## src/rtl/dmem_access_unit.sv

```systemverilog
// ============================================================================
// dmem_access_unit
// ----------------------------------------------------------------------------
// Load/store unit between the execute stage and the dmem port of the 2R1W RAM.
// Takes one byte/half/word/dword request per handshake. Drives an 8-byte-aligned
// RAM address, a bit-granular write mask and lane-shifted write data. Returns
// load data extracted from the RAM word and sign- or zero-extended.
//
// Optional feature macro: DMEM_SPLIT_EN
//   defined   : an access crossing an 8-byte boundary runs as two RAM beats.
//   undefined : the second beat is not built, and a crossing access returns
//               resp_err=1 without touching the RAM.
//
// Ports
//   clk, rst_n        clock, synchronous active-low reset
//   req_valid/ready   request handshake (ready only while idle)
//   req_addr          byte address
//   req_wen           1=store, 0=load
//   req_size          0=B 1=H 2=W 3=D
//   req_unsigned      loads zero-extend when 1
//   req_wdata         right-justified store data
//   resp_valid/ready  response handshake
//   resp_rdata        extended load data (0 for stores and errors)
//   resp_err          out-of-window, or crossing access without split support
//   dmem_en/addr/wen  RAM strobe, aligned address, write enable
//   dmem_wdata/wmask  lane-aligned write data, 8 mask bits per enabled byte
//   dmem_rdata        combinational RAM read data for dmem_addr
// ============================================================================
module dmem_access_unit #(
    parameter logic [63:0] MEM_BASE = 64'h0000_0000_8000_0000,
    parameter logic [63:0] MEM_SIZE = 64'h0000_0000_0800_0000
) (
    input  logic        clk,
    input  logic        rst_n,
    input  logic        req_valid,
    output logic        req_ready,
    input  logic [63:0] req_addr,
    input  logic        req_wen,
    input  logic [1:0]  req_size,
    input  logic        req_unsigned,
    input  logic [63:0] req_wdata,
    output logic        resp_valid,
    input  logic        resp_ready,
    output logic [63:0] resp_rdata,
    output logic        resp_err,
    output logic        dmem_en,
    output logic [63:0] dmem_addr,
    output logic        dmem_wen,
    output logic [63:0] dmem_wdata,
    output logic [63:0] dmem_wmask,
    input  logic [63:0] dmem_rdata
);

    localparam logic [1:0] ST_IDLE  = 2'd0;
    localparam logic [1:0] ST_BEAT0 = 2'd1;
    localparam logic [1:0] ST_BEAT1 = 2'd2;
    localparam logic [1:0] ST_RESP  = 2'd3;

    // Bit mask for the byte lanes touched in one beat. The access occupies
    // lanes off..off+n-1 of a 16-lane window; 'upper' picks the second beat.
    function automatic logic [63:0] lane_mask(input logic [2:0] off,
                                              input logic [1:0] size,
                                              input logic       upper);
        logic [7:0]  n_mask;
        logic [15:0] lanes;
        logic [7:0]  sel;
        case (size)
            2'd0:    n_mask = 8'h01;
            2'd1:    n_mask = 8'h03;
            2'd2:    n_mask = 8'h0F;
            default: n_mask = 8'hFF;
        endcase
        lanes = {8'h00, n_mask} << off;
        sel   = upper ? lanes[15:8] : lanes[7:0];
        for (int i = 0; i < 8; i++) begin
            lane_mask[8*i +: 8] = {8{sel[i]}};
        end
    endfunction

    // Realign {hi,lo} so the addressed byte sits at bit 0, then extend to 64 bits.
    // A zero offset would make the hi shift 64, so that case is forced to 0.
    function automatic logic [63:0] extend_load(input logic [63:0] lo,
                                                input logic [63:0] hi,
                                                input logic [2:0]  off,
                                                input logic [1:0]  size,
                                                input logic        uns);
        logic [6:0]  sh;
        logic [63:0] raw;
        sh  = {1'b0, off, 3'b000};
        raw = (lo >> sh) | ((sh == 7'd0) ? 64'h0 : (hi << (7'd64 - sh)));
        case (size)
            2'd0:    extend_load = uns ? {56'h0, raw[7:0]}  : {{56{raw[7]}},  raw[7:0]};
            2'd1:    extend_load = uns ? {48'h0, raw[15:0]} : {{48{raw[15]}}, raw[15:0]};
            2'd2:    extend_load = uns ? {32'h0, raw[31:0]} : {{32{raw[31]}}, raw[31:0]};
            default: extend_load = raw;
        endcase
    endfunction

    logic [1:0]  state_q, state_d;
    logic [2:0]  off_q, off_d;
    logic [1:0]  size_q, size_d;
    logic        wen_q, wen_d;
    logic        uns_q, uns_d;
`ifdef DMEM_SPLIT_EN
    logic        cross_q, cross_d;
    logic [63:0] wdata_q, wdata_d;
    logic [63:0] lo_q, lo_d;
`endif
    logic        req_ready_q, req_ready_d;
    logic        resp_valid_q, resp_valid_d;
    logic        resp_err_q, resp_err_d;
    logic [63:0] resp_rdata_q, resp_rdata_d;
    logic        dmem_en_q, dmem_en_d;
    logic [63:0] dmem_addr_q, dmem_addr_d;
    logic        dmem_wen_q, dmem_wen_d;
    logic [63:0] dmem_wdata_q, dmem_wdata_d;
    logic [63:0] dmem_wmask_q, dmem_wmask_d;

    logic [3:0]  nbytes_s;
    logic [3:0]  end_off_s;
    logic        cross_s;
    logic [64:0] end_addr_s;
    logic [64:0] limit_s;
    logic        req_err_s;

    // Decode the incoming request: size in bytes, boundary crossing, window check.
    always_comb begin
        nbytes_s   = 4'd1 << req_size;
        end_off_s  = {1'b0, req_addr[2:0]} + nbytes_s;
        cross_s    = (end_off_s > 4'd8);
        // 65-bit sums so an address near 2^64 cannot wrap back into the window.
        end_addr_s = {1'b0, req_addr} + {61'd0, nbytes_s};
        limit_s    = {1'b0, MEM_BASE} + {1'b0, MEM_SIZE};
`ifdef DMEM_SPLIT_EN
        req_err_s  = (req_addr < MEM_BASE) || (end_addr_s > limit_s);
`else
        req_err_s  = (req_addr < MEM_BASE) || (end_addr_s > limit_s) || cross_s;
`endif
    end

    // Next-state and next-output logic; every output is registered from here.
    always_comb begin
        state_d      = state_q;
        off_d        = off_q;
        size_d       = size_q;
        wen_d        = wen_q;
        uns_d        = uns_q;
`ifdef DMEM_SPLIT_EN
        cross_d      = cross_q;
        wdata_d      = wdata_q;
        lo_d         = lo_q;
`endif
        req_ready_d  = req_ready_q;
        resp_valid_d = resp_valid_q;
        resp_err_d   = resp_err_q;
        resp_rdata_d = resp_rdata_q;
        // RAM port idles at zero unless the next state is a beat.
        dmem_en_d    = 1'b0;
        dmem_addr_d  = 64'h0;
        dmem_wen_d   = 1'b0;
        dmem_wdata_d = 64'h0;
        dmem_wmask_d = 64'h0;
        case (state_q)
            ST_IDLE: begin
                if (req_valid && req_ready_q) begin
                    off_d       = req_addr[2:0];
                    size_d      = req_size;
                    wen_d       = req_wen;
                    uns_d       = req_unsigned;
`ifdef DMEM_SPLIT_EN
                    cross_d     = cross_s;
                    wdata_d     = req_wdata;
`endif
                    req_ready_d = 1'b0;
                    if (req_err_s) begin
                        state_d      = ST_RESP;
                        resp_valid_d = 1'b1;
                        resp_err_d   = 1'b1;
                        resp_rdata_d = 64'h0;
                    end else begin
                        state_d      = ST_BEAT0;
                        dmem_en_d    = 1'b1;
                        dmem_addr_d  = {req_addr[63:3], 3'b000};
                        dmem_wen_d   = req_wen;
                        dmem_wdata_d = req_wdata << {req_addr[2:0], 3'b000};
                        dmem_wmask_d = lane_mask(req_addr[2:0], req_size, 1'b0);
                    end
                end else begin
                    state_d = ST_IDLE;
                end
            end
            ST_BEAT0: begin
`ifdef DMEM_SPLIT_EN
                if (cross_q) begin
                    state_d      = ST_BEAT1;
                    lo_d         = dmem_rdata;
                    dmem_en_d    = 1'b1;
                    dmem_addr_d  = dmem_addr_q + 64'd8;
                    dmem_wen_d   = wen_q;
                    // Bytes that spilled past lane 7 land at the bottom of the next word.
                    dmem_wdata_d = wdata_q >> (7'd64 - {1'b0, off_q, 3'b000});
                    dmem_wmask_d = lane_mask(off_q, size_q, 1'b1);
                end else begin
                    state_d      = ST_RESP;
                    resp_valid_d = 1'b1;
                    resp_err_d   = 1'b0;
                    resp_rdata_d = wen_q ? 64'h0 : extend_load(dmem_rdata, 64'h0, off_q, size_q, uns_q);
                end
`else
                state_d      = ST_RESP;
                resp_valid_d = 1'b1;
                resp_err_d   = 1'b0;
                resp_rdata_d = wen_q ? 64'h0 : extend_load(dmem_rdata, 64'h0, off_q, size_q, uns_q);
`endif
            end
`ifdef DMEM_SPLIT_EN
            ST_BEAT1: begin
                state_d      = ST_RESP;
                resp_valid_d = 1'b1;
                resp_err_d   = 1'b0;
                resp_rdata_d = wen_q ? 64'h0 : extend_load(lo_q, dmem_rdata, off_q, size_q, uns_q);
            end
`endif
            ST_RESP: begin
                if (resp_ready) begin
                    state_d      = ST_IDLE;
                    req_ready_d  = 1'b1;
                    resp_valid_d = 1'b0;
                    resp_err_d   = 1'b0;
                    resp_rdata_d = 64'h0;
                end else begin
                    state_d = ST_RESP;
                end
            end
            default: begin
                // Unreachable encodings fall back to a clean idle.
                state_d      = ST_IDLE;
                req_ready_d  = 1'b1;
                resp_valid_d = 1'b0;
                resp_err_d   = 1'b0;
                resp_rdata_d = 64'h0;
            end
        endcase
    end

    // State and output registers with synchronous active-low reset.
    always_ff @(posedge clk) begin
        if (!rst_n) begin
            state_q      <= ST_IDLE;
            off_q        <= 3'd0;
            size_q       <= 2'd0;
            wen_q        <= 1'b0;
            uns_q        <= 1'b0;
`ifdef DMEM_SPLIT_EN
            cross_q      <= 1'b0;
            wdata_q      <= 64'h0;
            lo_q         <= 64'h0;
`endif
            req_ready_q  <= 1'b1;
            resp_valid_q <= 1'b0;
            resp_err_q   <= 1'b0;
            resp_rdata_q <= 64'h0;
            dmem_en_q    <= 1'b0;
            dmem_addr_q  <= 64'h0;
            dmem_wen_q   <= 1'b0;
            dmem_wdata_q <= 64'h0;
            dmem_wmask_q <= 64'h0;
        end else begin
            state_q      <= state_d;
            off_q        <= off_d;
            size_q       <= size_d;
            wen_q        <= wen_d;
            uns_q        <= uns_d;
`ifdef DMEM_SPLIT_EN
            cross_q      <= cross_d;
            wdata_q      <= wdata_d;
            lo_q         <= lo_d;
`endif
            req_ready_q  <= req_ready_d;
            resp_valid_q <= resp_valid_d;
            resp_err_q   <= resp_err_d;
            resp_rdata_q <= resp_rdata_d;
            dmem_en_q    <= dmem_en_d;
            dmem_addr_q  <= dmem_addr_d;
            dmem_wen_q   <= dmem_wen_d;
            dmem_wdata_q <= dmem_wdata_d;
            dmem_wmask_q <= dmem_wmask_d;
        end
    end

    assign req_ready  = req_ready_q;
    assign resp_valid = resp_valid_q;
    assign resp_err   = resp_err_q;
    assign resp_rdata = resp_rdata_q;
    assign dmem_en    = dmem_en_q;
    assign dmem_addr  = dmem_addr_q;
    assign dmem_wen   = dmem_wen_q;
    assign dmem_wdata = dmem_wdata_q;
    assign dmem_wmask = dmem_wmask_q;

endmodule

```

## config.mk

```make
export PLATFORM = sky130hd
export DESIGN_NAME = dmem_access_unit
export DESIGN_NICKNAME = d
export VERILOG_FILES = /design/src/rtl/dmem_access_unit.sv
export SDC_FILE = /design/constraint.sdc
export NUM_CORES = 1
export LEC_CHECK = 0
export ABC_AREA = 1
export CAP_MARGIN = 40
export CELL_PAD_IN_SITES_DETAIL_PLACEMENT = 0
export CELL_PAD_IN_SITES_GLOBAL_PLACEMENT = 2
export CORE_ASPECT_RATIO = 2
export CORE_MARGIN = 2
export CORE_UTILIZATION = 24
export DETAILED_ROUTE_END_ITERATION = 12
export GPL_TIMING_DRIVEN = 0
export PLACE_DENSITY_LB_ADDON = 0.2
export SLEW_MARGIN = 0
export SYNTH_ARGS = -nofsm -noshare
export SYNTH_HDL_FRONTEND = slang
export SYNTH_SLANG_ARGS = --single-unit
export TNS_END_PERCENT = 50
```

## constraint.sdc

```tcl
create_clock -name clk -period 4.1 [get_ports clk]
set_clock_uncertainty 0.2 [all_clocks]
set_input_delay 1.23 -clock clk [delete_from_list [all_inputs] [get_ports clk]]
set_output_delay 1.23 -clock clk [all_outputs]
set_load 0.01 [all_outputs]
```

==> results of run 1 <==
worst register-to-register path, cell delays in order, from the launching register on:
cell	delay, ps
sky130_fd_sc_hd__dfxtp_1	420
sky130_fd_sc_hd__clkbuf_1	320
sky130_fd_sc_hd__o21ai_0	190
sky130_fd_sc_hd__o21ai_0	490
sky130_fd_sc_hd__mux2i_1	250
sky130_fd_sc_hd__nand4_1	130
sky130_fd_sc_hd__nand2_1	150
sky130_fd_sc_hd__inv_1	150
sky130_fd_sc_hd__nand3_1	260
sky130_fd_sc_hd__clkbuf_2	290
sky130_fd_sc_hd__nand3_1	170
sky130_fd_sc_hd__a21oi_2	70
synthesized netlist by cell type, types with 2 or more instances:
cell type                   instances
sky130_fd_sc_hd__o21a_1             2
sky130_fd_sc_hd__nand3b_1           6
sky130_fd_sc_hd__o31ai_1            4
sky130_fd_sc_hd__nor3_1            29
sky130_fd_sc_hd__a21oi_2           50
sky130_fd_sc_hd__nand3_2           53
sky130_fd_sc_hd__buf_1             14
sky130_fd_sc_hd__or2_2             10
sky130_fd_sc_hd__mux2i_1           28
sky130_fd_sc_hd__a2bb2oi_1          6
sky130_fd_sc_hd__nand4_1           29
sky130_fd_sc_hd__nor2_2            10
sky130_fd_sc_hd__xor2_1             5
sky130_fd_sc_hd__buf_2              9
sky130_fd_sc_hd__o21ai_1            4
sky130_fd_sc_hd__xnor2_1            4
sky130_fd_sc_hd__buf_12             2
sky130_fd_sc_hd__a31oi_1            9
sky130_fd_sc_hd__o21ai_0          161
sky130_fd_sc_hd__a21oi_1           87
sky130_fd_sc_hd__buf_8              4
sky130_fd_sc_hd__buf_4             60
sky130_fd_sc_hd__nor2_1           301
sky130_fd_sc_hd__clkbuf_1          66
sky130_fd_sc_hd__inv_2              8
sky130_fd_sc_hd__nand2_2            9
sky130_fd_sc_hd__o211ai_1           2
sky130_fd_sc_hd__o311ai_0          13
sky130_fd_sc_hd__o21bai_1           3
sky130_fd_sc_hd__buf_6              6
sky130_fd_sc_hd__nand3_1          131
sky130_fd_sc_hd__ha_1               5
sky130_fd_sc_hd__dfxtp_1          211
sky130_fd_sc_hd__nand2_1          469
sky130_fd_sc_hd__nor2_4             3
sky130_fd_sc_hd__o22ai_1           22
sky130_fd_sc_hd__nor3_2             8
sky130_fd_sc_hd__clkinv_1           4
sky130_fd_sc_hd__inv_1            154
metrics by stage:
stage	total power [mW]	std cells
after floorplan	4.32	2045
after global placement	5.85	3178
after detailed placement	5.84	3180
after CTS	8.21	3232
after global routing	8.69	3245
final	8.28	3245
where the power goes:
group | internal (mW) | total (mW) | switching, mW
combinational | 1.23 | 3.65 | 2.42
clock | 1.31 | 2.31 | 0.999
sequential | 2.21 | 2.33 | 0.118
total | 4.75 | 8.28 | 3.54
cell type report:
type                    count  share of cell area
plain buffers             160              0.0492
repair buffers            482               0.238
multi-input cells        1507               0.395
flip-flops and latches    211               0.206
diodes                      1            0.000122
clock inverters            14             0.00873
inverters                 166              0.0310
well taps                 676              0.0413
clock buffers              28              0.0310
worst paths after layout:
path / start / to / cells past startpoint
setup / recovery: req_addr[19] / resp_rdata[33] / 18
hold / removal: resp_rdata[43] / resp_rdata[43] / 2
setup reg to reg: off_q[0] / resp_rdata[55] / 11
hold reg to reg: resp_rdata[43] / resp_rdata[43] / 2
timing repair:
action	in CTS	in global routing
pin swaps	16	13
setup endpoints to repair	170	169
cloned	0	3
endpoints found under the hold margin	0	0
resized for setup	109	111
setup buffers	11	9
logic make-up (layout without fill, tap and decap cells):
kind of cell	count (synthesis)	in the layout
buf+inv	327	850
xor+xnor	9	9
simple gates	1061	1061
mux	28	28
other cells	1	36
flops	211	211
fa+ha+maj	6	6
compound gates	368	368
layout by cell type, fill, tap and decap left out, drive strengths merged, types with 2 or more instances in the layout:
| cell | synthesis | final |
|---|---|---|
| conb | 1 | 35 |
| a31oi | 9 | 9 |
| clkinv | 4 | 7 |
| buf | 95 | 118 |
| nor3 | 37 | 37 |
| clkinvlp | 0 | 5 |
| bufinv | 0 | 3 |
| ha | 5 | 5 |
| mux2i | 28 | 28 |
| dlymetal6s2s | 0 | 23 |
| inv | 162 | 165 |
| or2 | 11 | 11 |
| xnor2 | 4 | 4 |
| o21bai | 3 | 3 |
| o211ai | 2 | 2 |
| o31ai | 4 | 4 |
| xor2 | 5 | 5 |
| nor2 | 314 | 314 |
| o21a | 2 | 2 |
| o22ai | 22 | 22 |
| nand3 | 185 | 185 |
| dfxtp | 211 | 211 |
| dlygate4sd2 | 0 | 7 |
| o311ai | 13 | 13 |
| nand3b | 6 | 6 |
| clkdlybuf4s50 | 0 | 423 |
| nand4 | 29 | 29 |
| nand2 | 478 | 478 |
| clkbuf | 66 | 99 |
| a21oi | 137 | 137 |
| o21ai | 165 | 165 |
| a2bb2oi | 6 | 6 |
metal layers:
layer,GRT usage,share of wire,vias to the layer above
met5,0,0.00017,-
met2,0.510,0.53,675
li1,-,-,7604
met3,0.0359,0.054,169
met1,0.252,0.34,7266
met4,0.145,0.068,2
state kept, by name (all words and copies together) (netlist names):
name,cells
size_q,2
state_q,2
off_q,3
wen_q,1
dmem_wmask,8
dmem_addr,61
resp_err,1
resp_rdata,64
dmem_wdata,64
uns_q,1
resp_valid,1
dmem_en,1
req_ready,1
dmem_wen,1
==> run summary, run 1 <==
Of all nets on the critical path, the largest fanout is 6. The run gives 0.258 as the global-route total usage across every layer. Sort of element at the start of the critical path: a primary input. The area share of the largest cell type after synthesis was 0.320; the summed area of non-filler cells in the final layout was 20500 sq um.

The critical path goes through clkdlybuf4s50_1, nand2_1, nor2_1, nand2_1, nor2_2, nand3_4, nor2_4, nand2_1, xor2_1, nor2_2, nand3_1, nor2_4, nand2_4, nand2_4, buf_12, clkbuf_16, nand3_2, a21oi_2. The insertion delay to the later sink of the worst-skew pair is 570 ps, and the clock slew at the register clock pins of the worst setup and hold paths is 60 ps. The number of sinks driven by the clock tree came out at 211. For the sequential fraction of the synthesis area, the log shows 0.320. Count of yosys warnings during synthesis: 0. The count of final max-slew check failures is 0, and the number of buffers added on ports is 457.

The netlist area before placement was 13200 sq um. The maximum level of the CTS H-tree is 1, and the required time at the endpoint of the critical path is 4380 ps. The pre-antenna-repair detailed-routing pass consisted of 6 iterations. The largest total area in the synthesized netlist belongs to sky130_fd_sc_hd__dfxtp_1. By instance count, the cell type seen most on the critical path is sky130_fd_sc_hd__nand2_1. The logs give 461 for the count of pins on the block boundary and 883 for the starting DRC count in detailed routing. After detailed routing, the total wire length is 76200 um. The initial antenna violation count is 2. The largest stage delay on the critical path was 540 ps.

The sum of overflow across all layers after global routing was 0. By area the synthesized netlist is led by sky130_fd_sc_hd__dfxtp_1, sky130_fd_sc_hd__nand2_1, sky130_fd_sc_hd__nor2_1. The count of unresolved DRC violations after routing is 0, and the pre-CTS setup slack is -1790 ps.

The detail route stage leaves a number of antenna-violating nets equal to 0. Adder-cell share of the synthesized area: 0.00625. The congestion estimate from routability-driven global placement came to 0.953.

The ratio of cells with drive above 1 in the final layout is 0.157, and the xor-xnor portion of the synthesized cell area is 0.00596. The top flip-flop cell by instance count after synthesis was sky130_fd_sc_hd__dfxtp_1. The routed design could run at a clock period as short as 3980 ps. In the final timing run, aggregate negative setup slack is 0 ps. The run gives 0.242 as the starting utilization of the core area.

The floorplan step defined a die boundary enclosing 57100 sq um. The final hold violation count was 0; the number of max-capacitance violations reported was 0. Synthesis produced 2011 cells. The fraction of the mapped netlist area in compound gates is 0.165, and the worst hold-check slack is 268 ps. The worst slew margin relative to its limit was 0.389. Using the TritonRoute via totals, the vias-per-cell ratio works out to 4.84. The path class of the tightest hold or removal check is flip-flop to flip-flop. Power spread over the standard cell area amounts to 404 nW/um^2. The total via count after detailed routing was 15716. In this run the vertical extent of the chip is 336 um. The total number of placement rows is 121. The run finished with clean final reports. For the pin with the worst max-slew slack, the measured transition is 905 ps. Clock tree synthesis inserted a total of 23 buffers. The worst setup path is of the primary input to flip-flop kind.

The kind of cell with the highest combined delay on the critical path was simple AND/OR/NAND/NOR gates. The final period utilization came out at 0.971. The final cell utilization of the core is 0.376. The logs give 63700 um for the placed wire-length estimate and 8.17 nW for the leakage power total. The proportion of synthesized area in mux cells was 0.0212. No sink is reached through more buffers than the 3 on the longest clock path. The run gives 0 as the number of hold buffers added after CTS. The area of the core came out at 54500 sq um.

Setup slack on the worst reg-to-reg path comes out at 840 ps. Compared with the post-synthesis result, the final layout area differs by 55.0%. TritonCTS built the clock tree. The share of synthesized registers carrying an async set or reset came out at 0. Dividing the detail-routed wire length by the instance count gives 23.5 um. The mean post-synth cell area is 6.57 sq um, and the critical path buffer and inverter count is 3. Setup slack on the critical path of the routed design comes to 120 ps. The post-synthesis sequential element count was 211.

The tools report the area of combinational cells with multiple inputs as 8080 sq um. On the critical path, the stage with the largest delay is an instance of sky130_fd_sc_hd__clkdlybuf4s50_1. The first global-routing pass estimated 107000 um of wire.

The post-synthesis share of cell area spent on and, or, nand and nor gates is 0.361. The root buffer cell chosen for the clock tree is sky130_fd_sc_hd__clkbuf_16. Counting distinct cell types in the post-synthesis netlist gives 49. For this run, the top clock speed supported by timing is 251 MHz. Fill cells in the final layout number 5903. The placed instances occupy a cell area of 18800 sq um. After synthesis, the largest family of logic cells by area is simple AND/OR/NAND/NOR gates.

Entering global routing, the biggest net connects 16 pins. STA classifies the critical path endpoint as a flip-flop. The logs give 2757 for the net count of the finished layout and 4220 sq um for the sequential cell area. The die boundary width is 170 um.

At the worst endpoint, the arrival time is 4260 ps. The logs give 15708 for the via count of the first global-routing pass and 0.000315 V for the worst ir drop on vdd. The number of endpoints failing setup at the final stage is 0, and the number of flops mapped to enable cells by yosys is 0.
No activity file was read; power rests on OpenSTA's default activity.
==> inputs of run 2 (changes only) <==
--- a/config.mk
+++ b/config.mk
@@ -12,10 +12,10 @@
 export CORE_ASPECT_RATIO = 2
 export CORE_MARGIN = 2
 export CORE_UTILIZATION = 24
+export CTS_CLUSTER_SIZE = 14
 export DETAILED_ROUTE_END_ITERATION = 12
 export GPL_TIMING_DRIVEN = 0
 export PLACE_DENSITY_LB_ADDON = 0.2
-export SLEW_MARGIN = 0
 export SYNTH_ARGS = -nofsm -noshare
 export SYNTH_HDL_FRONTEND = slang
 export SYNTH_SLANG_ARGS = --single-unit
==> run 2 against run 1 <==
Compared with the run above:
- via count increased by 0.13%
- sequential cell count is the same
- critical path depth did not move
==> run summary, run 2 (synthesis gave the netlist of run 1 again) <==
The worst slew margin relative to its limit came out at 0.424 (was 0.389). The via count of the first global-routing pass is 15748 (was 15708), and the largest stage delay on the critical path is 540 ps (about the same). The logs give 0 (unchanged) for the sum of overflow across all layers after global routing and 866 (was 883) for the starting DRC count in detailed routing. The critical path's slowest cell is sky130_fd_sc_hd__clkdlybuf4s50_1 (unchanged).

The run gives 0 (unchanged) as the final hold violation count. The run gives 461 (unchanged) as the count of pins on the block boundary. The die boundary width is 170 um (unchanged).

The run gives 252 MHz (was 251 MHz) as the top achievable clock speed. The tools report the net count of the finished layout as 2758 (was 2757). The tools report the cell count after placement as 3180 (unchanged). The number of sinks driven by the clock tree is 211 (unchanged), and the initial antenna violation count is 2 (unchanged). The tools report the fraction of power consumed by the clock network as 0.280 (was 0.279).

The arrival time at the worst endpoint was 4250 ps (was 4260 ps); the total stage count of the critical path was 18 (unchanged). The number of fill cells in the layout is 5897 (was 5903). For the area of combinational cells with multiple inputs, the log shows 8070 sq um (was 8080 sq um).

The number of buffers added by the clock tree synthesis step is 24 (was 23), and the number of standard cells in the layout, taps in and fillers out is 3247 (was 3245). Cell-by-cell listing of the critical path: clkdlybuf4s50_1, nand2_1, nor2_1, nand2_1, nor2_2, nand3_4, nor2_4, nand2_1, xor2_1, nor2_2, nand3_1, nor2_4, nand2_4, nand2_4, buf_12, clkbuf_16, nand3_2, a21oi_2 (unchanged). The die outline area is 57100 sq um (unchanged), and the growth of design area from synthesis to finish is 55.1% (was 55.0%).

The tools report the placed wire-length estimate as 63700 um (unchanged). The net load switching power was 3.55 mW (was 3.54 mW); the internal portion of total power was 4.75 mW (about the same). Number of nets still failing antenna checks after routing: 0 (unchanged). Start of the worst register-to-register path: off_q[0] (unchanged). The instance count along the most critical hold path came out at 2 (unchanged). Critical path buffer and inverter count: 3 (unchanged). The start-to-end type of the worst setup path was primary input to flip-flop (unchanged). The post-detailed-route via-to-cell ratio was 4.85 (was 4.84). The classification of the worst-slack hold path is flip-flop to flip-flop (unchanged). The total wirelength of the detailed-routed design is 76200 um (about the same), and the transition time at the pin with the least slew margin is 853 ps (was 905 ps).

The area of the core was 54500 sq um (unchanged); the maximum number of pins on one net before global-route repair was 16 (unchanged). For the global-route wire length before repair, the log shows 107000 um (about the same). For the maximum level of the CTS H-tree, the log shows 1 (unchanged). The final estimated routing congestion in global placement was 0.953 (unchanged); the number of buffers added on ports was 457 (unchanged).

The tools report the leakage power total as 8.15 nW (was 8.17 nW). Global-route total usage across every layer: 0.258 (about the same). The required time at the endpoint of the critical path is 4390 ps (was 4380 ps).

The flow ran to the end, and the final reports show no timing, DRC or antenna violations. The most frequent standard cell in the layout excluding fill and tap cells is sky130_fd_sc_hd__nand2_1 (unchanged). The worst ir drop on vdd is 0.000313 V (was 0.000315 V), and the count of cells along the worst register-to-register path is 11 (unchanged). The insertion delay to the later sink of the worst-skew pair was 580 ps (was 570 ps). The tools report the endpoint class of the critical path as a flip-flop (unchanged).

Kind of cell with the highest combined delay on the critical path: simple AND/OR/NAND/NOR gates (unchanged). Top library cells by usage in the layout, fill and taps aside: sky130_fd_sc_hd__nand2_1, sky130_fd_sc_hd__clkdlybuf4s50_1, sky130_fd_sc_hd__nor2_1 (unchanged). The run gives 0 (unchanged) as the count of final max-slew check failures.

Sequential cell area: 4220 sq um (unchanged). The sort of element at the start of the critical path was a primary input (unchanged). The buffer levels on the longest clock path was 3 (unchanged); the average wire per standard cell was 23.5 um (about the same). The clock slew at the register clock pins of the worst setup and hold paths was 60 ps (about the same); the starting utilization of the core area was 0.242 (unchanged). The run gives 121 (unchanged) as the total number of placement rows.

The run gives 8.30 mW (was 8.28 mW) as the overall power after layout. The worst setup path startpoint is req_addr[19] (unchanged). The number of hold buffers added after CTS was 0 (unchanged). The final period utilization came out at 0.966 (was 0.971).

TritonCTS built the clock tree. The total power divided by cell area works out to 405 nW/um^2 (was 404 nW/um^2). The critical-path maximum fanout is 6 (unchanged). The logs give 15737 (was 15716) for the total via count after detailed routing and 5 (was 6) for the detailed-router iteration count before antenna repair. The overall die height is 336 um (unchanged).

Source of the worst hold timing path: resp_rdata[43] (unchanged). The count of unresolved DRC violations after routing came out at 0 (unchanged). The sequential share of power was 0.281 (about the same); the number of endpoints failing setup at the final stage was 0 (unchanged). The minimum clock period was 3960 ps (was 3980 ps); the fraction of power consumed by combinational cells was 0.439 (was 0.440).

The root buffer cell is sky130_fd_sc_hd__clkbuf_16 (unchanged). The net switching share of the total power was 0.427 (about the same). Cell repeated most along the worst path: sky130_fd_sc_hd__nand2_1 (unchanged).

The number of max-capacitance violations reported was 0 (unchanged). The ratio of cells with drive above 1 in the final layout works out to 0.157 (about the same).
[run 2: cell count changes in the layout (fill, tap and decap cells not counted), sizes merged]
| cell | before | now |
|---|---|---|
| bufinv | 3 | 2 |
| clkdlybuf4s50 | 423 | 425 |
| clkinv | 7 | 9 |
| clkbuf | 99 | 101 |
| dlymetal6s2s | 23 | 21 |
| inv | 165 | 164 |
[run 2: timing repair]
item                                    4_1_cts  5_1_grt
buffers inserted                             11        9
endpoints found under the setup margin      170      169
resized for setup                           109      106
gates cloned                                  0        3
pin swaps                                    16       13
[run 2: worst min-delay path, cell delays in order (launching register included)]
cell,delay (ps)
sky130_fd_sc_hd__dfxtp_1,320
sky130_fd_sc_hd__nand3_2,70
sky130_fd_sc_hd__a21oi_2,40
[run 2: final timing paths]
check	endpoint	slack (ps)
setup reg to reg	resp_rdata[55]	820
setup / recovery	resp_rdata[33]	140
hold reg to reg	resp_rdata[43]	270
hold / removal	resp_rdata[43]	270
[run 2: cell type report]
cell class,count,area share
antenna,1,0.000122
buffer,160,0.0492
clock buffer,30,0.0328
clock inverter,14,0.00806
inverter,166,0.0310
multi-input combinational,1507,0.394
sequential,211,0.206
tap,676,0.0413
timing repair buffer,482,0.238
[run 2: power by group through the flow]
| stage | logic, mW | clock network, mW | registers (mW) |
|---|---|---|---|
| after floorplan | 1.91 | 0 | 2.40 |
| after global placement | 3.47 | 0 | 2.37 |
| after detailed placement | 3.46 | 0 | 2.38 |
| after CTS | 3.49 | 2.41 | 2.33 |
| after global routing | 3.90 | 2.47 | 2.35 |
| final | 3.65 | 2.32 | 2.33 |
[run 2: stage by stage]
stage	setup TNS, ps	area (sq um)	setup slack (ps)	hold WS (ps)	utilization
after floorplan	0	13300	236	264	-
after global placement	-265090	18800	-1790	260	0.344
after detailed placement	-268490	18800	-1790	263	0.345
after CTS	0	20100	2.49	273	0.368
after global routing	-3.89	20500	-3.89	283	0.376
final	0	20500	139	269	0.376
[run 2: routing by layer]
metal	GRT usage	vias to the layer above	routed length, um
met4	0.146	2	5200
met5	0	-	12
li1	-	7608	-
met1	0.251	7289	26200
met3	0.0358	169	4110
met2	0.511	669	40700
==> inputs of run 3 (changes only) <==
--- a/config.mk
+++ b/config.mk
@@ -12,10 +12,11 @@
 export CORE_ASPECT_RATIO = 2
 export CORE_MARGIN = 2
 export CORE_UTILIZATION = 24
-export CTS_CLUSTER_SIZE = 14
+export CTS_BUF_LIST = sky130_fd_sc_hd__clkbuf_4 sky130_fd_sc_hd__clkbuf_8
+export CTS_CLUSTER_SIZE = 20
 export DETAILED_ROUTE_END_ITERATION = 12
 export GPL_TIMING_DRIVEN = 0
-export PLACE_DENSITY_LB_ADDON = 0.2
+export PLACE_DENSITY = 0.8
 export SYNTH_ARGS = -nofsm -noshare
 export SYNTH_HDL_FRONTEND = slang
 export SYNTH_SLANG_ARGS = --single-unit
==> run 3 against run 2 <==
Compared with the run above:
- clock power is 3% lower
- non-clock buffer count is 2 higher
- utilization is 0.36 points lower
- maximum frequency is 0.77% higher
- design area is 0.95% lower
- via count is 2.6% higher
- final cell count is 0.80% higher
- sequential share of layout area is 0.20 points higher
- setup slack better by 30 ps
- power is 2.0% lower
- count of clock-buffer cells in the layout is 22 higher
- largest power group unchanged
==> run summary, run 3 (synthesis gave the netlist of run 1 again) <==
Top library cells by usage in the layout, fill and taps aside: sky130_fd_sc_hd__nand2_1, sky130_fd_sc_hd__clkdlybuf4s50_1, sky130_fd_sc_hd__nor2_1 (unchanged). Internal portion of total power: 4.62 mW (was 4.75 mW). For the via count of the first global-routing pass, the log shows 16239 (was 15748).

The fraction of power consumed by the clock network came out at 0.277 (was 0.280). The die boundary width is 170 um (unchanged), and the insertion delay to the later sink of the worst-skew pair is 620 ps (was 580 ps). The final hold violation count came out at 0 (unchanged).

The endpoint class of the critical path is a flip-flop (unchanged). The tools report the initial antenna violation count as 6 (was 2). Start-to-end type of the worst setup path: primary input to flip-flop (unchanged). The arrival time at the worst endpoint is 4220 ps (was 4250 ps), and the area of placed instances is 18800 sq um (about the same). The overall die height came out at 336 um (unchanged). TritonCTS built the clock tree. The classification of the worst-slack hold path is flip-flop to flip-flop (unchanged).

The post-detailed-route via-to-cell ratio is 4.93 (was 4.85). For the leakage power total, the log shows 8.11 nW (was 8.15 nW). The run gives 1.09 (was 0.953) as the final estimated routing congestion in global placement. The run finished with clean final reports. The total number of placement rows was 121 (unchanged); the net load switching power was 3.50 mW (was 3.55 mW). The total power divided by cell area is 400 nW/um^2 (was 405 nW/um^2).

Sort of element at the start of the critical path: a primary input (unchanged). The buffer levels on the longest clock path is 3 (unchanged), and the overall power after layout is 8.13 mW (was 8.30 mW). The worst ir drop on vdd was 0.000229 V (was 0.000313 V); the count of cells along the worst register-to-register path was 9 (was 11).

The die outline area was 57100 sq um (unchanged); the worst slew margin relative to its limit was 0.376 (was 0.424). The logs give 0.435 (was 0.439) for the fraction of power consumed by combinational cells and 0 (unchanged) for the sum of overflow across all layers after global routing. The clock slew at the register clock pins of the worst setup and hold paths works out to 70 ps (was 60 ps).

The critical-path maximum fanout is 10 (was 6). Number of fill cells in the layout: 5931 (was 5897). The logs give 20300 sq um (was 20500 sq um) for the summed area of non-filler cells in the final layout and 0 (unchanged) for the count of unresolved DRC violations after routing.

Ratio of cells with drive above 1 in the final layout: 0.156 (was 0.157). The tools report the global-route wire length before repair as 110000 um (was 107000 um). The average wire per standard cell works out to 23.8 um (was 23.5 um). The growth of design area from synthesis to finish is 53.6% (was 55.1%), and the starting DRC count in detailed routing is 1125 (was 866). The run gives 461 (unchanged) as the count of pins on the block boundary.

The tools report the maximum level of the CTS H-tree as 2 (was 1). For the placed wire-length estimate, the log shows 64900 um (was 63700 um). The instance count along the most critical hold path is 2 (unchanged). For the number of hold buffers added after CTS, the log shows 0 (unchanged). Sum of negative setup slack: 0 ps (unchanged).

Setup repair after global routing left no endpoint under its margin. Most frequent standard cell in the layout excluding fill and tap cells: sky130_fd_sc_hd__nand2_1 (unchanged). The number of endpoints failing setup at the final stage was 0 (unchanged).

Required time at the endpoint of the critical path: 4390 ps (about the same). The tools report the number of sinks driven by the clock tree as 211 (unchanged). The number of max-capacitance violations reported was 0 (unchanged); the transition time at the pin with the least slew margin was 926 ps (was 853 ps). The tools report the total wirelength of the detailed-routed design as 78000 um (was 76200 um). For the worst hold-check slack, the log shows 269 ps (about the same). The root buffer cell is sky130_fd_sc_hd__clkbuf_8 (was sky130_fd_sc_hd__clkbuf_16). The logs give 0 (unchanged) for the count of final max-slew check failures and 54500 sq um (unchanged) for the area of the core. The final period utilization was 0.959 (was 0.966); the sequential share of power was 0.287 (was 0.281). The run gives 0.266 (was 0.258) as the global-route total usage across every layer. The tools report the number of buffers added by the clock tree synthesis step as 36 (was 24). Maximum number of pins on one net before global-route repair: 16 (unchanged). The minimum clock period came out at 3930 ps (was 3960 ps). The detailed-router iteration count before antenna repair is 5 (unchanged), and the number of buffers added on ports is 457 (unchanged). The starting utilization of the core area came out at 0.242 (unchanged).

The logs give 2773 (was 2758) for the net count of the finished layout and 254 MHz (was 252 MHz) for the top achievable clock speed. The tools report the total via count after detailed routing as 16139 (was 15737). The number of nets still failing antenna checks after routing came out at 0 (unchanged). The net switching share of the total power is 0.431 (was 0.427).
run 3: layout make-up:
cell class | instances | area [sq um] | area share
Antenna cell | 4 | 10.0 | 0.000493
Buffer | 160 | 985 | 0.0485
Clock buffer | 52 | 666 | 0.0328
Clock inverter | 12 | 165 | 0.00814
Inverter | 166 | 632 | 0.0311
Multi-Input combinational cell | 1508 | 7950 | 0.392
Sequential cell | 211 | 4220 | 0.208
Tap cell | 676 | 846 | 0.0417
Timing Repair Buffer | 484 | 4820 | 0.238
run 3: path summary, 6_finish.rpt:
| path | start | endpoint | slack (ps) |
|---|---|---|---|
| hold reg to reg | resp_rdata[57] | resp_rdata[57] | 270 |
| hold / removal | resp_rdata[57] | resp_rdata[57] | 270 |
| setup reg to reg | off_q[0] | resp_rdata[5] | 610 |
| setup / recovery | req_addr[52] | dmem_wdata[36] | 170 |
run 3: metrics by stage:
step / setup slack [ps] / util / std cells
after floorplan: 236 / - / 2045
after global placement: -1990 / 0.344 / 3178
after detailed placement: -1960 / 0.345 / 3181
after CTS: 12.0 / 0.367 / 3264
after global routing: 6.33 / 0.372 / 3273
final: 170 / 0.372 / 3273
run 3: layer usage:
layer,track usage,vias up,routed length (um)
met5,0,-,13
met4,0.177,2,5750
met3,0.0418,215,4850
met2,0.507,766,41000
met1,0.261,7510,26400
li1,-,7646,-
run 3: power groups by stage:
stage | Combinational (mW) | Sequential, mW | Clock (mW)
2_1_floorplan | 1.91 | 2.40 | 0
4_1_cts | 3.50 | 2.34 | 2.35
6_report | 3.54 | 2.34 | 2.25
5_1_grt | 3.82 | 2.35 | 2.41
3_3_place_gp | 3.47 | 2.37 | 0
3_5_place_dp | 3.47 | 2.38 | 0
run 3: worst max-delay path, stage by stage:
cell and delay [ps]:
sky130_fd_sc_hd__clkdlybuf4s50_1 690, sky130_fd_sc_hd__nand2_1 120, sky130_fd_sc_hd__inv_1 90, sky130_fd_sc_hd__nand3_1 130, sky130_fd_sc_hd__nor2_1 180, sky130_fd_sc_hd__nand2_1 80, sky130_fd_sc_hd__nor2_2 240, sky130_fd_sc_hd__nand3_1 220
sky130_fd_sc_hd__nand4_1 120, sky130_fd_sc_hd__nor2_1 40, sky130_fd_sc_hd__nand2_1 110, sky130_fd_sc_hd__nor2_1 60, sky130_fd_sc_hd__nand2_1 70, sky130_fd_sc_hd__nand2_2 80, sky130_fd_sc_hd__nand2_2 120, sky130_fd_sc_hd__inv_6 70
sky130_fd_sc_hd__nand2_1 90, sky130_fd_sc_hd__buf_6 170, sky130_fd_sc_hd__buf_6 220, sky130_fd_sc_hd__nor2_1 60
run 3: repair_timing:
action,in CTS,in global routing
gates cloned,1,0
endpoints found under the setup margin,170,169
resized for setup,69,88
pin swaps,6,9
setup buffers,19,5
